[src/rtl/uart_boot_loader_pkg.sv]
// Shared types and constants for the UART boot loader.
package uart_boot_loader_pkg;

  typedef enum logic [2:0] {
    ST_IDLE,
    ST_LEN_HI,
    ST_LEN_LO,
    ST_DATA_HI,
    ST_DATA_LO,
    ST_CSUM,
    ST_DONE,
    ST_ERROR
  } state_t;

  localparam logic [7:0] SYNC_BYTE = 8'hA5;

  localparam logic [1:0] ERR_NONE    = 2'd0;
  localparam logic [1:0] ERR_CSUM    = 2'd1;
  localparam logic [1:0] ERR_LEN     = 2'd2;
  localparam logic [1:0] ERR_TIMEOUT = 2'd3;

endpackage

[src/rtl/uart_boot_loader_boot_timeout.sv]
// Inter-byte idle counter; expired flags the cycle the idle limit is hit without a byte.
module boot_timeout #(
  parameter int unsigned TIMEOUT_CYCLES = 1_000_000
) (
  input  logic clk,
  input  logic reset,
  input  logic enable,
  input  logic clear,
  output logic expired
);

  localparam int unsigned     CNT_W = $clog2(TIMEOUT_CYCLES + 1);
  localparam logic [CNT_W-1:0] LIMIT = CNT_W'(TIMEOUT_CYCLES - 1);

  logic [CNT_W-1:0] r_cnt;

  always_ff @(posedge clk or negedge reset) begin
    if (!reset) begin
      r_cnt <= '0;
    end else if (!enable || clear) begin
      r_cnt <= '0;
    end else if (r_cnt != LIMIT) begin
      r_cnt <= r_cnt + CNT_W'(1);
    end
  end

  // A byte on the limit edge wins, so clear masks expiry.
  assign expired = enable && !clear && (r_cnt == LIMIT);

endmodule

[src/rtl/uart_boot_loader.sv]
// Parses a framed serial image (sync, length, big-endian words, XOR checksum) into program RAM.
module uart_boot_loader #(
  parameter int unsigned ADDR_W         = 12,
  parameter int unsigned DATA_W         = 16,
  parameter logic [7:0]  SYNC_BYTE      = uart_boot_loader_pkg::SYNC_BYTE,
  parameter int unsigned TIMEOUT_CYCLES = 1_000_000
) (
  input  logic              clk,
  input  logic              reset,
  input  logic [7:0]        rx_byte,
  input  logic              rx_valid,
  output logic              ram_w_en,
  output logic [ADDR_W-1:0] ram_addr,
  output logic [DATA_W-1:0] ram_w_data,
  output logic              cpu_hold,
  output logic              load_done,
  output logic [1:0]        load_err
);

  import uart_boot_loader_pkg::*;

  state_t              r_state;
  logic [15:0]         r_len;
  logic [7:0]          r_hi;
  logic [7:0]          r_csum;
  logic [ADDR_W:0]     r_word_idx;
  logic                r_ram_w_en;
  logic [ADDR_W-1:0]   r_ram_addr;
  logic [DATA_W-1:0]   r_ram_w_data;
  logic                r_cpu_hold;
  logic                r_load_done;
  logic [1:0]          r_load_err;

  logic [15:0]         w_len;
  logic                w_in_frame;
  logic                w_expired;
  logic                w_last_word;

  assign w_len       = {r_len[15:8], rx_byte};
  assign w_in_frame  = r_state inside {ST_LEN_HI, ST_LEN_LO, ST_DATA_HI, ST_DATA_LO, ST_CSUM};
  assign w_last_word = (32'(r_word_idx) + 32'd1) == 32'(r_len);

  boot_timeout #(
    .TIMEOUT_CYCLES(TIMEOUT_CYCLES)
  ) u_timeout (
    .clk    (clk),
    .reset  (reset),
    .enable (w_in_frame),
    .clear  (rx_valid),
    .expired(w_expired)
  );

  always_ff @(posedge clk or negedge reset) begin
    if (!reset) begin
      r_state      <= ST_IDLE;
      r_len        <= '0;
      r_hi         <= '0;
      r_csum       <= '0;
      r_word_idx   <= '0;
      r_ram_w_en   <= 1'b0;
      r_ram_addr   <= '0;
      r_ram_w_data <= '0;
      r_cpu_hold   <= 1'b1;
      r_load_done  <= 1'b0;
      r_load_err   <= ERR_NONE;
    end else begin
      r_ram_w_en <= 1'b0;
      if (rx_valid) begin
        case (r_state)
          ST_IDLE:    if (rx_byte == SYNC_BYTE) r_state <= ST_LEN_HI;
          ST_LEN_HI: begin
            r_len[15:8] <= rx_byte;
            r_state     <= ST_LEN_LO;
          end
          ST_LEN_LO: begin
            r_len <= w_len;
            if (32'(w_len) > (32'd1 << ADDR_W)) begin
              r_state    <= ST_ERROR;
              r_load_err <= ERR_LEN;
            end else if (w_len == 16'd0) begin
              r_state <= ST_CSUM;
            end else begin
              r_state <= ST_DATA_HI;
            end
          end
          ST_DATA_HI: begin
            r_hi    <= rx_byte;
            r_csum  <= r_csum ^ rx_byte;
            r_state <= ST_DATA_LO;
          end
          ST_DATA_LO: begin
            r_csum       <= r_csum ^ rx_byte;
            r_ram_w_en   <= 1'b1;
            r_ram_addr   <= r_word_idx[ADDR_W-1:0];
            r_ram_w_data <= DATA_W'({r_hi, rx_byte});
            r_word_idx   <= r_word_idx + 1'b1;
            r_state      <= w_last_word ? ST_CSUM : ST_DATA_HI;
          end
          ST_CSUM: begin
            if (rx_byte == r_csum) begin
              r_state     <= ST_DONE;
              r_load_done <= 1'b1;
              r_cpu_hold  <= 1'b0;
            end else begin
              r_state    <= ST_ERROR;
              r_load_err <= ERR_CSUM;
            end
          end
          default: ;
        endcase
      end else if (w_in_frame && w_expired) begin
        r_state    <= ST_ERROR;
        r_load_err <= ERR_TIMEOUT;
      end
    end
  end

  assign ram_w_en   = r_ram_w_en;
  assign ram_addr   = r_ram_addr;
  assign ram_w_data = r_ram_w_data;
  assign cpu_hold   = r_cpu_hold;
  assign load_done  = r_load_done;
  assign load_err   = r_load_err;

endmodule

[config.mk]
export PLATFORM = sky130hd
export DESIGN_NAME = uart_boot_loader
export DESIGN_NICKNAME = d
export VERILOG_FILES = /design/src/rtl/uart_boot_loader_pkg.sv /design/src/rtl/uart_boot_loader_boot_timeout.sv /design/src/rtl/uart_boot_loader.sv
export SDC_FILE = /design/constraint.sdc
export NUM_CORES = 1
export LEC_CHECK = 0
export ABC_CLOCK_PERIOD_IN_PS = 6850
export CAP_MARGIN = 20
export CORE_AREA = 2 2 99 101
export CTS_BUF_LIST = sky130_fd_sc_hd__clkbuf_8 sky130_fd_sc_hd__clkbuf_16
export DETAILED_ROUTE_END_ITERATION = 12
export DIE_AREA = 0 0 101 103
export HOLD_SLACK_MARGIN = 0.03
export PLACE_DENSITY = 0.84
export SYNTH_ARGS = -nofsm -noshare
export SYNTH_HDL_FRONTEND = slang
export SYNTH_HIERARCHICAL = 1
export SYNTH_SLANG_ARGS = --single-unit
export TNS_END_PERCENT = 100
[constraint.sdc]
create_clock -name clk -period 6.85 [get_ports clk]
set_input_delay 0.685 -clock clk [delete_from_list [all_inputs] [get_ports clk]]
set_output_delay 0.685 -clock clk [all_outputs]
set_load 0.05 [all_outputs]
; After elaboration in Yosys (flattened, before gate mapping)
; Index checks and enable logic that the tools add are counted.
[totals]
ff_bits = 101
in_bits = 11
out_inout_bits = 33
wordCells = 70
[classes]
n_addsub = 3
order_cmp = 1
eq_ne = 15
mux = 17
n_bitwise = 1
n_reduce_logical = 20
[op_table]
columns = operator, count
row1 = $mux 20, 2
row2 = $add 20x1->20 const B, 1
row3 = $eq 20x20->1 const B, 1
row4 = $ne 20x20->1 const B, 1
row5 = $mux 3, 6
row6 = $pmux 3 s6, 1
row7 = $eq 14x16->1, 1
row8 = $gt 16x13->1 const B, 1
row9 = $logic_not 16->1, 1
row10 = $add 13x1->14 const B, 1
row11 = $add 13x1->13 const B, 1
row12 = $reduce_and 2->1, 5
row13 = $eq 8x8->1, 1
row14 = $eq 8x8->1 const B, 1
row15 = $mux 2, 4
row16 = $xor 8x8->8, 1
row17 = $ne 7x1->1 const B, 1
row18 = $eq 3x2->1 const B, 2
row19 = $eq 3x3->1 const B, 2
row20 = $ne 3x3->1 const B, 2
row21 = $reduce_and 3->1, 2
row22 = $reduce_bool 5->1, 1
row23 = $pmux 2 s2, 1
row24 = $reduce_and 4->1, 1
row25 = 10 further kinds, 16

; Logic depth before layout (Yosys ltp)
; Gate-level depths: netlist (run 1).
[logic_depth]
word_depth = 7
mapped_depth = 10
ltp_nobuf = 8

; Cells and area by module
; Netlist (run 1), hierarchy kept.
[modules_own_cells]
columns = mod, n_inst, cells_per_inst, area_each_um2
row1 = uart_boot_loader, 1, 391, 3878.7
row2 = boot_timeout, 1, 116, 1098.6

; Worst setup path before layout (run 1)
; No wires, ideal clock.
[synth_timing]
path_type = flip-flop to flip-flop
start = register u_timeout.r_cnt[12]
end = register r_load_err[0], in the netlist load_err[0]
arrival_time_ns = 2.349
t_required_ns = 6.725
path_slack_ns = 4.376
path_stages_with_launch = 8
synth_period_minus_slack_ns = 2.474
path_cell_list = dfrtp_1 > or4_1 > nor4_4 > nand2_1 > nor2_1 > o221ai_1 > nor3_1 > mux2_2
[synth_between]
elab_chain_cells = 5
[synth_lines]
columns = item, line_no
row1 = start: declaration, uart_boot_loader_boot_timeout.sv:15  ; logic [CNT_W-1:0] r_cnt;
row2 = start signal: assignment, uart_boot_loader_boot_timeout.sv:23  ; r_cnt <= r_cnt + CNT_W'(1);
row3 = $eq 20x20->1, uart_boot_loader_boot_timeout.sv:28  ; assign expired = enable && !clear && (r_cnt == LIMIT);
row4 = $logic_and 1x1->1, uart_boot_loader_boot_timeout.sv:28
row5 = via w_expired, uart_boot_loader.sv:36  ; logic w_expired;
row6 = $logic_and 1x1->1, uart_boot_loader.sv:111  ; end else if (w_in_frame && w_expired) begin
row7 = $reduce_bool 2->1 (no line), n/a
row8 = $reduce_and 4->1 (no line), n/a
row9 = end signal: assignment, uart_boot_loader.sv:65  ; r_load_err <= ERR_NONE;
row10 = end signal: assignment, uart_boot_loader.sv:106  ; r_load_err <= ERR_CSUM;
row11 = end signal: assignment, uart_boot_loader.sv:113  ; r_load_err <= ERR_TIMEOUT;
row12 = end: declaration, uart_boot_loader.sv:32  ; logic [1:0] r_load_err;
; The timed path passes the listed nets, and every way through them passes these cells.
; A chain may end at the register's enable or synchronous reset.

; Worst setup path after layout (run 1)
; Ends and elaborated chain as after synthesis.

==> metrics.md, run 1 <==
| Metric | Value |
|---|---|
| Run status | `finished clean` |
| Initial standard-cell utilization of the core | `52.62%` |
| Worst-path cell chain | `or4_1 -> nor4_4 -> nand2_1 -> nor2_1 -> o221ai_1 -> nor3_1 -> mux2_2` |
| Element type at the critical path start | `flip-flop` |
| Finish-stage setup viols | `0` |
| Diode count | `0` |
| CTS Root Cell | `clkbuf_8` |
| Post-route total power | `0.002069 W` |
| Family with the most delay on the worst path | `simple AND/OR/NAND/NOR gates` |
| Count of nets after finishing | `549` |
| TritonCTS Buffers | `9` |
| CTS tree | `yes` |
| Number of synthesis warnings | `6` |
| Synthesized flop and latch total | `101` |
| Max_cap viols | `0` |
| Die Ht | `103 µm` |
| Syn avg cell area | `9.817 µm²` |
| Gates resized, CTS repair | `0` |
| CP bufs+invs | `0` |
| Setup repair after global routing missed its margin | `no` |
| Critical Path Sink Type | `flip-flop` |
| Row cnt | `36` |
| Hold_buf cts | `0` |
| F_max | `354.6 MHz` |
| Worst path max stage delay | `0.61 ns` |
| Pre-antenna DRT Iters | `4` |
| Non-Filler Instances | `655` |
| Clk_skew | `0.01385 ns` |
| Rel. slew slack | `49.23%` |
| Clock-pin slew of the registers on the worst-case setup and hold paths | `0.10 ns` |
| Maximum VDD drop | `0.0002686 V` |
| Source of the worst register-to-register timing path | `u_timeout/r_cnt[12]$_DFFE_PN0P_` |
| Routed Antenna Nets | `0` |
| Final HPWL from detailed placement | `7084 µm` |
| Initial DRC count | `227` |
| Number of cells produced by synthesis | `507` |
| Longest Clk Path Bufs | `2` |
| Fraction of registers with async set/reset | `100.0%` |
| Setup crit start | `u_timeout/r_cnt[12]$_DFFE_PN0P_` |
| Post-synthesis instance area | `4977 µm²` |
| Port buffer count | `43` |
| Detailed-route via count | `3,861` |
| Final hold violation count | `0` |
| Library cell contributing the largest single delay on the critical path | `or4_1` |
| DIE WIDTH | `101 µm` |
| Post-Syn Nets | `520` |
| Area grow syn2layout | `12.95%` |
| Required time worst endpoint | `7.11 ns` |
| EDFF count, synth | `0` |
| Worst hold path class | `in -> async` |
| Number of global-route vias before repair | `3,811` |
| RD Place Congestion | `0.8955` |
| Type of the worst setup path | `reg -> reg` |
| Count of clock tree sinks | `101` |
| Global Route Usage Sum | `21.67%` |
| Setup fix buffers added after clock tree synthesis | `0` |
| Number of design rule violations left after detail routing | `0` |
| Final critical-path required period | `2.820 ns` |
| Total non-filler cell area in the finished layout | `5622 µm²` |
| Routed wire length | `10,360 µm` |
| Max-slew violations | `0` |
| Post-detailed-placement cell area | `5441 µm²` |
| Flip-flop cell with the highest count after synthesis | `dfrtp_1` |
| Number of primary I/O pins | `44` |
| Largest net degree at the start of global routing | `53` |
| Post-DR vias/cell | `5.895` |
| Share of layout cells above drive strength 1 | `10.91%` |
| Share of synthesized area occupied by flip-flops and latches | `50.80%` |
| Antenna violations before repair | `0` |
| Worst skew pair latency | `0.38 ns` |
| Number of distinct standard cells referenced by the synthesized netlist | `61` |
| Period Utilization, post-route | `41.17%` |
| Fin Setup TNS | `0 ns` |
| Wire length per cell | `15.81 µm` |
| Maximum fanout along the worst path | `6` |
| Total core area | `9459 µm²` |
| Power Density | `368.0 nW/µm²` |
| Number of H-tree branching levels | `3` |
| Leakage power total | `2.404 nW` |
| Placed Instances | `639` |
| Slew at the pin with the worst max-slew slack | `0.7588 ns` |
| Global-route wire length before repair | `17,900 µm` |
| Total Die Area | `10,400 µm²` |
| CP arrival | `3.08 ns` |
| Global route overflow | `0` |
-- metal layers --
layer / vias up / GRT usage [%] / part of all wire [%]
met4: 0 / 9.459 / 2.0
li1: 1812 / - / -
met5: - / 0 / 0
met1: 1931 / 29.37 / 45
met2: 103 / 34.77 / 48
met3: 15 / 3.661 / 4.5
-- per-stage QoR --
step	utilization [%]	setup slack [ns]	hold slack [ns]
after floorplan	-	4.376	0.3894
after global placement	57.53	3.842	0.4418
after detailed placement	57.53	3.783	0.4564
after CTS	59.43	4.044	0.3255
after global routing	59.43	3.841	0.3630
final	59.43	4.030	0.3103
-- logic make-up after synthesis --
group                    count (synthesis)  share of synthesized area [%]
AO/OA/AOI/OAI                           61                          8.069
XOR/XNOR                                48                          8.447
adder cells (fa/ha/maj)                  2                         0.5027
buffers and inverters                   39                          3.419
flip-flops                             101                          50.80
multiplexers                            27                          6.058
AND/OR/NAND/NOR                        229                          22.70
-- report_power, final --
group          internal (W)  leakage [nW]  total, W  switching, W
clock network      0.000137        0.0895  0.000354      0.000217
logic              0.000327          1.02  0.000786      0.000459
registers          0.000765          1.30  0.000929      0.000164
total               0.00123          2.40   0.00207      0.000840
-- final timing paths --
kind | end | slack, ns | cells past startpoint
worst max-delay path | load_err[0]$_DFFE_PN0P_ | 4.03 | 7
worst min-delay path | ram_addr[2]$_DFFE_PN0P_ | 0.31 | 1
worst max register to register | load_err[0]$_DFFE_PN0P_ | 4.03 | 7
worst min register to register | ram_w_data[14]$_DFFE_PN0P_ | 0.48 | 2
max in group asynchronous | load_err[0]$_DFFE_PN0P_ | 5.48 | 2
min in group clk | ram_w_data[14]$_DFFE_PN0P_ | 0.48 | 2
-- cell usage in the layout, fill, tap and decap left out, types with 4 or more instances in the layout --
| master | netlist | layout |
|---|---|---|
| a21oi_1 | 11 | 11 |
| a31oi_1 | 7 | 7 |
| buf_4 | 3 | 4 |
| clkbuf_8 | 0 | 9 |
| clkdlybuf4s50_1 | 0 | 42 |
| dfrtp_1 | 100 | 100 |
| inv_1 | 11 | 11 |
| mux2_2 | 25 | 25 |
| nand2_1 | 116 | 116 |
| nand3_1 | 17 | 17 |
| nand4_1 | 11 | 11 |
| nor2_1 | 19 | 19 |
| nor2b_1 | 5 | 5 |
| nor3_1 | 12 | 12 |
| nor4_1 | 10 | 10 |
| o211ai_1 | 4 | 4 |
| o21ai_0 | 16 | 16 |
| o31ai_1 | 4 | 4 |
| or3_1 | 5 | 5 |
| or4_1 | 7 | 7 |
| xnor2_1 | 34 | 34 |
| xor2_1 | 14 | 14 |
-- sequential cells by signal (all words and copies together) (netlist names) --
register and cells:
u_timeout/r_cnt 20, r_len 16, ram_w_data 16, r_word_idx 13
ram_addr 12, r_csum 8, r_hi 8, r_state 3
load_err 2, cpu_hold 1, load_done 1, ram_w_en 1
-- cell usage after synthesis, types with 2 or more instances --
master    number  area share, %
nand2_1      116            8.7
dfrtp_1      100             50
xnor2_1       34            6.0
mux2_2        25            5.7
clkbuf_1      19            1.4
nor2_1        19            1.4
nand3_1       17            1.7
o21ai_0       16            1.6
xor2_1        14            2.5
nor3_1        12            1.2
a21oi_1       11            1.1
inv_1         11           0.83
nand4_1       11            1.4
nor4_1        10            1.3
a31oi_1        7           0.88
or4_1          7            1.1
nor2b_1        5           0.63
or3_1          5           0.63
buf_2          4           0.40
o211ai_1       4           0.60
o31ai_1        4           0.60
and3_1         3           0.38
buf_4          3           0.45
nand2b_1       3           0.38
nor3b_1        3           0.45
a211oi_1       2           0.30
and4_1         2           0.35
ha_1           2           0.50
mux2i_1        2           0.40
nand3b_1       2           0.30
nor3_2         2           0.40
o22ai_1        2           0.25
or2_2          2           0.25
-- worst reg2reg max path: cells and delay by family (launching register included) --
kind               cells  cell delay, ns
and+or+nand+nor        5            1.73
AOI/OAI and AO/OA      1            0.17
muxes                  1            0.36
DFF                    1            0.44
-- layout make-up --
cell class,instances,area [µm²]
Timing Repair Buffer,46,450.4
Sequential cell,101,2529
Clock buffer,9,123.9
Fill cell,767,3837
Inverter,11,41.29
Clock inverter,7,56.30
Tap cell,114,142.6
Multi-Input combinational cell,367,2278
(Power assumes the default switching activity.)
==> run 2: changes to the inputs <==
--- a/config.mk
+++ b/config.mk
@@ -5,7 +5,7 @@
 export SDC_FILE = /design/constraint.sdc
 export NUM_CORES = 1
 export LEC_CHECK = 0
-export ABC_CLOCK_PERIOD_IN_PS = 6850
+export ABC_CLOCK_PERIOD_IN_PS = 2650
 export CAP_MARGIN = 20
 export CORE_AREA = 2 2 99 101
 export CTS_BUF_LIST = sky130_fd_sc_hd__clkbuf_8 sky130_fd_sc_hd__clkbuf_16
==> constraint.sdc (replaced) <==
create_clock -name clk -period 2.65 [get_ports clk]
set_input_delay 0.265 -clock clk [delete_from_list [all_inputs] [get_ports clk]]
set_output_delay 0.265 -clock clk [all_outputs]
set_load 0.05 [all_outputs]
==> metrics.md, run 2 (same netlist as run 1, synthesis figures left out) <==
| Metric | Value |
|---|---|
| Critical Path Sink Type | `flip-flop` |
| Count of nets after finishing | `556` |
| Largest net degree at the start of global routing | `59` |
| Diode count | `0` |
| Longest Clk Path Bufs | `2` |
| Total core area | `9459 µm²` |
| Worst setup timing slack at the placement stage | `0.1302 ns` |
| Slew at the pin with the worst max-slew slack | `0.6418 ns` |
| Final hold violation count | `0` |
| Global-route wire length before repair | `17,750 µm` |
| Type of the worst setup path | `reg -> reg` |
| Port buffer count | `43` |
| Global route overflow | `0` |
| Power Internal | `0.003304 W` |
| Maximum fanout along the worst path | `6` |
| Element type at the critical path start | `flip-flop` |
| F_max | `404.3 MHz` |
| Setup repair after global routing missed its margin | `no` |
| Initial DRC count | `311` |
| Finish-stage setup viols | `0` |
| Leakage power total | `2.461 nW` |
| Max_cap viols | `0` |
| Fin Setup TNS | `0 ns` |
| Switching Power | `0.002135 W` |
| Detailed-route via count | `3,825` |
| Run status | `finished clean` |
| Minimum setup slack in the final design | `0.1763 ns` |
| Die Ht | `103 µm` |
| Register with the highest flop count | `u_timeout/r_cnt` |
| Worst skew pair latency | `0.37 ns` |
| Final critical-path required period | `2.474 ns` |
| Row cnt | `36` |
| Number of primary I/O pins | `44` |
| Antenna violations before repair | `0` |
| DIE WIDTH | `101 µm` |
| Area grow syn2layout | `14.98%` |
| Routed Antenna Nets | `0` |
| Worst slack on hold paths | `0.4127 ns` |
| Relative contribution of sequential cells to total power | `44.0%` |
| Number of design rule violations left after detail routing | `0` |
| Maximum VDD drop | `0.0007430 V` |
| Share of power burned in combinational logic | `38.0%` |
| Period Utilization, post-route | `93.35%` |
| Max-slew violations | `0` |
| Routed wire length | `10,220 µm` |
| Final HPWL from detailed placement | `7064 µm` |
| Top library cells by usage in the layout, fill and taps aside | `116 x nand2_1, 100 x dfrtp_1, 42 x clkdlybuf4s50_1` |
| Rel. slew slack | `56.98%` |
| Share of layout cells above drive strength 1 | `11.70%` |
| CTS Root Cell | `clkbuf_8` |
| Post-DR vias/cell | `5.787` |
| Max FFs per register | `20` |
| Initial standard-cell utilization of the core | `52.62%` |
| Clock-pin slew of the registers on the worst-case setup and hold paths | `0.10 ns` |
| Worst hold path class | `in -> async` |
| Number of global-route vias before repair | `3,695` |
| Switching power share of the total | `39.25%` |
| Clk_skew | `0.01406 ns` |
| Power Density | `950.2 nW/µm²` |
| Total Die Area | `10,400 µm²` |
| RD Place Congestion | `0.8467` |
| Most common cell after layout, fill and taps aside | `nand2_1` |
| TritonCTS Buffers | `9` |
| Pre-antenna DRT Iters | `4` |
| Number of H-tree branching levels | `3` |
| Count of clock tree sinks | `101` |
| Global Route Usage Sum | `21.63%` |
| CTS tree | `yes` |
| CP arrival | `2.73 ns` |
| Clock Power Share | `18.0%` |
| Wire length per cell | `15.46 µm` |
| Required time worst endpoint | `2.90 ns` |
[run 2: stage by stage]
step	instance area, µm²	power (W)	cells	utilization [%]
detailed placement	5504	0.004471	644	58.19
finish	5723	0.005438	661	60.50
floorplan	4977	0.003858	507	-
CTS	5710	0.005461	660	60.37
global placement	5504	0.004372	644	58.19
global route	5723	0.005764	661	60.50
[run 2: layer usage]
metal / wire length [µm] / global-route usage, %
met3: 515 / 4.068
met2: 4954 / 34.92
met1: 4540 / 29.58
met5: 0 / 0
met4: 210 / 7.692
[run 2: power groups by stage]
stage          Sequential (W)  Clock, W  Combinational (W)
6_report              0.00239  0.000979            0.00207
5_1_grt               0.00247   0.00105            0.00225
4_1_cts               0.00239   0.00100            0.00207
3_5_place_dp          0.00241         0            0.00206
3_3_place_gp          0.00239         0            0.00198
2_1_floorplan         0.00278         0            0.00108
[run 2: cell type report]
type	instances	area, µm²
Tap cell	114	142.6
Timing Repair Buffer	53	530.5
Multi-Input combinational cell	367	2283
Clock buffer	10	137.6
Clock inverter	5	58.81
Sequential cell	101	2529
Fill cell	781	3736
Inverter	11	41.29
[run 2: final timing paths]
path	start	endpoint	slack, ns	depth (start not counted)
min reg2reg	r_hi[1]$_DFFE_PN0P_	ram_w_data[9]$_DFFE_PN0P_	0.47	2
min	reset	ram_w_en$_DFF_PN0_	0.41	2
min in group clk	r_hi[1]$_DFFE_PN0P_	ram_w_data[9]$_DFFE_PN0P_	0.47	2
max in group asynchronous	reset	r_csum[0]$_DFFE_PN0P_	1.55	3
max	u_timeout/r_cnt[13]$_DFFE_PN0P_	load_err[1]$_DFFE_PN0P_	0.18	7
max reg2reg	u_timeout/r_cnt[13]$_DFFE_PN0P_	load_err[1]$_DFFE_PN0P_	0.18	7
[run 2: worst max-delay path, stage by stage (launching register included)]
cell and delay, ns:
dfrtp_1 0.44, or4_1 0.59, nor4_4 0.40, nand2_1 0.12, nor2_1 0.14, o221ai_1 0.14, nor3_2 0.18, mux2_2 0.35
[run 2: repair_timing]
item | CTS | global route
hold buffers | 1 | 0
endpoints found under the hold margin | 42 | 0
setup endpoints to repair | 0 | 2
resized for setup | 0 | 1
setup buffers | 0 | 1
==> run 3: changes to the inputs <==
--- a/config.mk
+++ b/config.mk
@@ -7,10 +7,10 @@
 export LEC_CHECK = 0
 export ABC_CLOCK_PERIOD_IN_PS = 2650
 export CAP_MARGIN = 20
-export CORE_AREA = 2 2 99 101
+export CORE_AREA = 5 5 102 104
 export CTS_BUF_LIST = sky130_fd_sc_hd__clkbuf_8 sky130_fd_sc_hd__clkbuf_16
 export DETAILED_ROUTE_END_ITERATION = 12
-export DIE_AREA = 0 0 101 103
+export DIE_AREA = 0 0 107 109
 export HOLD_SLACK_MARGIN = 0.03
 export PLACE_DENSITY = 0.84
 export SYNTH_ARGS = -nofsm -noshare
==> metrics.md, run 3 (same netlist as run 1, synthesis figures left out) <==
| Metric | Value |
|---|---|
| Run status | `finished clean` |
| Clock-pin slew of the registers on the worst-case setup and hold paths | `0.10 ns` |
| Final critical-path required period | `2.515 ns` |
| Setup fix buffers added after clock tree synthesis | `0` |
| Finish-stage setup viols | `0` |
| Relative contribution of sequential cells to total power | `44.3%` |
| Final hold violation count | `0` |
| Antenna violations before repair | `0` |
| Worst slack on hold paths | `0.4317 ns` |
| Row cnt | `36` |
| Type of the worst setup path | `reg -> reg` |
| Leakage power total | `2.471 nW` |
| Global-route wire length before repair | `18,620 µm` |
| Max FFs per register | `20` |
| Number of H-tree branching levels | `3` |
| Detailed-route via count | `3,887` |
| F_max | `397.7 MHz` |
| Die Ht | `109 µm` |
| DIE WIDTH | `107 µm` |
| Count of nets after finishing | `559` |
| Number of primary I/O pins | `44` |
| Worst R2R End | `load_err[1]$_DFFE_PN0P_` |
| R2R depth | `7` |
| Worst-path cell chain | `or4_1 -> nor4_4 -> nand2_1 -> nor2_1 -> o221ai_1 -> nor3_1 -> mux2_2` |
| CTS tree | `yes` |
| Gates resized, CTS repair | `0` |
| Critical Path Sink Type | `flip-flop` |
| Period Utilization, post-route | `94.89%` |
| Most common cell after layout, fill and taps aside | `nand2_1` |
| Count of clock tree sinks | `101` |
| Library cell contributing the largest single delay on the critical path | `or4_1` |
| Setup repair after global routing missed its margin | `no` |
| Rel. slew slack | `60.23%` |
| Worst skew pair latency | `0.38 ns` |
| Share of layout cells above drive strength 1 | `12.34%` |
| Diode count | `0` |
| Maximum fanout along the worst path | `4` |
| Global Route Usage Sum | `19.75%` |
| Worst hold path class | `in -> async` |
| Worst path max stage delay | `0.63 ns` |
| Area grow syn2layout | `15.13%` |
| Source of the worst register-to-register timing path | `u_timeout/r_cnt[12]$_DFFE_PN0P_` |
| Fin Setup TNS | `0 ns` |
| Longest Clk Path Bufs | `2` |
| Post-DR vias/cell | `5.845` |
| Top library cells by usage in the layout, fill and taps aside | `116 x nand2_1, 100 x dfrtp_1, 42 x clkdlybuf4s50_1` |
| Slack of the worst reg-to-reg path | `0.14 ns` |
| CTS Root Cell | `clkbuf_8` |
| Global route overflow | `0` |
| Power Density | `948.3 nW/µm²` |
| Clock Power Share | `17.6%` |
| Wire length per cell | `16.06 µm` |
| Number of design rule violations left after detail routing | `0` |
| Slew at the pin with the worst max-slew slack | `0.5953 ns` |
| Post-Route Utilization | `60.58%` |
| Routed Antenna Nets | `0` |
| Register with the highest flop count | `u_timeout/r_cnt` |
| Clk_skew | `0.01383 ns` |
| TritonCTS Buffers | `9` |
| RD Place Congestion | `0.8588` |
| Pre-antenna DRT Iters | `6` |
| Final HPWL from detailed placement | `7463 µm` |
| Routed wire length | `10,680 µm` |
| Power Internal | `0.003211 W` |
| Switching power share of the total | `40.91%` |
| Share of power burned in combinational logic | `38.0%` |
| Total Die Area | `11,660 µm²` |
| Max_cap viols | `0` |
| Post-route total power | `0.005434 W` |
| Maximum VDD drop | `0.0006781 V` |
| CP arrival | `2.77 ns` |
| Total core area | `9459 µm²` |
| Initial standard-cell utilization of the core | `52.62%` |
| Largest net degree at the start of global routing | `52` |
| Max-slew violations | `0` |
| Number of global-route vias before repair | `3,913` |
| Initial DRC count | `222` |
| Hold_buf cts | `1` |
| Element type at the critical path start | `flip-flop` |
| Required time worst endpoint | `2.91 ns` |
| Port buffer count | `43` |
| Switching Power | `0.002223 W` |
-- run 3: layer usage --
metal  GRT usage (%)  part of all wire (%)
met5               0                     0
met4           4.932                   1.1
met3           3.730                   5.4
met2           32.82                    49
met1           26.98                    44
-- run 3: critical path, delay by kind of cell (launching register included) --
kind	cells	cell delay, ns
flip-flops	1	0.43
AND/OR/NAND/NOR	5	1.48
multiplexers	1	0.37
AO/OA/AOI/OAI	1	0.12
-- run 3: final cells by class --
cell class                 instances  area [µm²]
multi-input combinational        367        2278
clock buffer                       9       123.9
sequential                       101        2529
tap                              114       142.6
fill                             783        3729
clock inverter                     7       75.07
inverter                          11       41.29
timing repair buffer              56       540.5
-- run 3: power groups by stage --
stage	logic, W	registers [W]	clock network, W
5_1_grt	0.00222	0.00248	0.00104
3_3_place_gp	0.00199	0.00239	0
2_1_floorplan	0.00108	0.00278	0
6_report	0.00207	0.00241	0.000959
4_1_cts	0.00208	0.00240	0.000980
3_5_place_dp	0.00206	0.00243	0
-- run 3: per-stage QoR --
step / setup slack (ns) / instances / instance area (µm²)
after global routing: 0.04563 / 665 / 5731
after global placement: 0.2303 / 648 / 5522
after CTS: 0.1410 / 665 / 5731
after detailed placement: 0.1670 / 648 / 5522
final: 0.1355 / 665 / 5731
after floorplan: 0.1759 / 507 / 4977
-- run 3: worst max path at each step --
stage | from | end | slack [ns] | cells after the start
floorplan | u_timeout/r_cnt[12]$_DFFE_PN0P_ | load_err[0]$_DFFE_PN0P_ | 0.18 | 7
global placement | u_timeout/r_cnt[13]$_DFFE_PN0P_ | load_err[1]$_DFFE_PN0P_ | 0.23 | 7
detailed placement | u_timeout/r_cnt[13]$_DFFE_PN0P_ | load_err[1]$_DFFE_PN0P_ | 0.17 | 7
CTS | u_timeout/r_cnt[12]$_DFFE_PN0P_ | load_err[1]$_DFFE_PN0P_ | 0.14 | 7
global route | u_timeout/r_cnt[12]$_DFFE_PN0P_ | load_err[1]$_DFFE_PN0P_ | 0.05 | 7
finish | u_timeout/r_cnt[12]$_DFFE_PN0P_ | load_err[1]$_DFFE_PN0P_ | 0.14 | 7
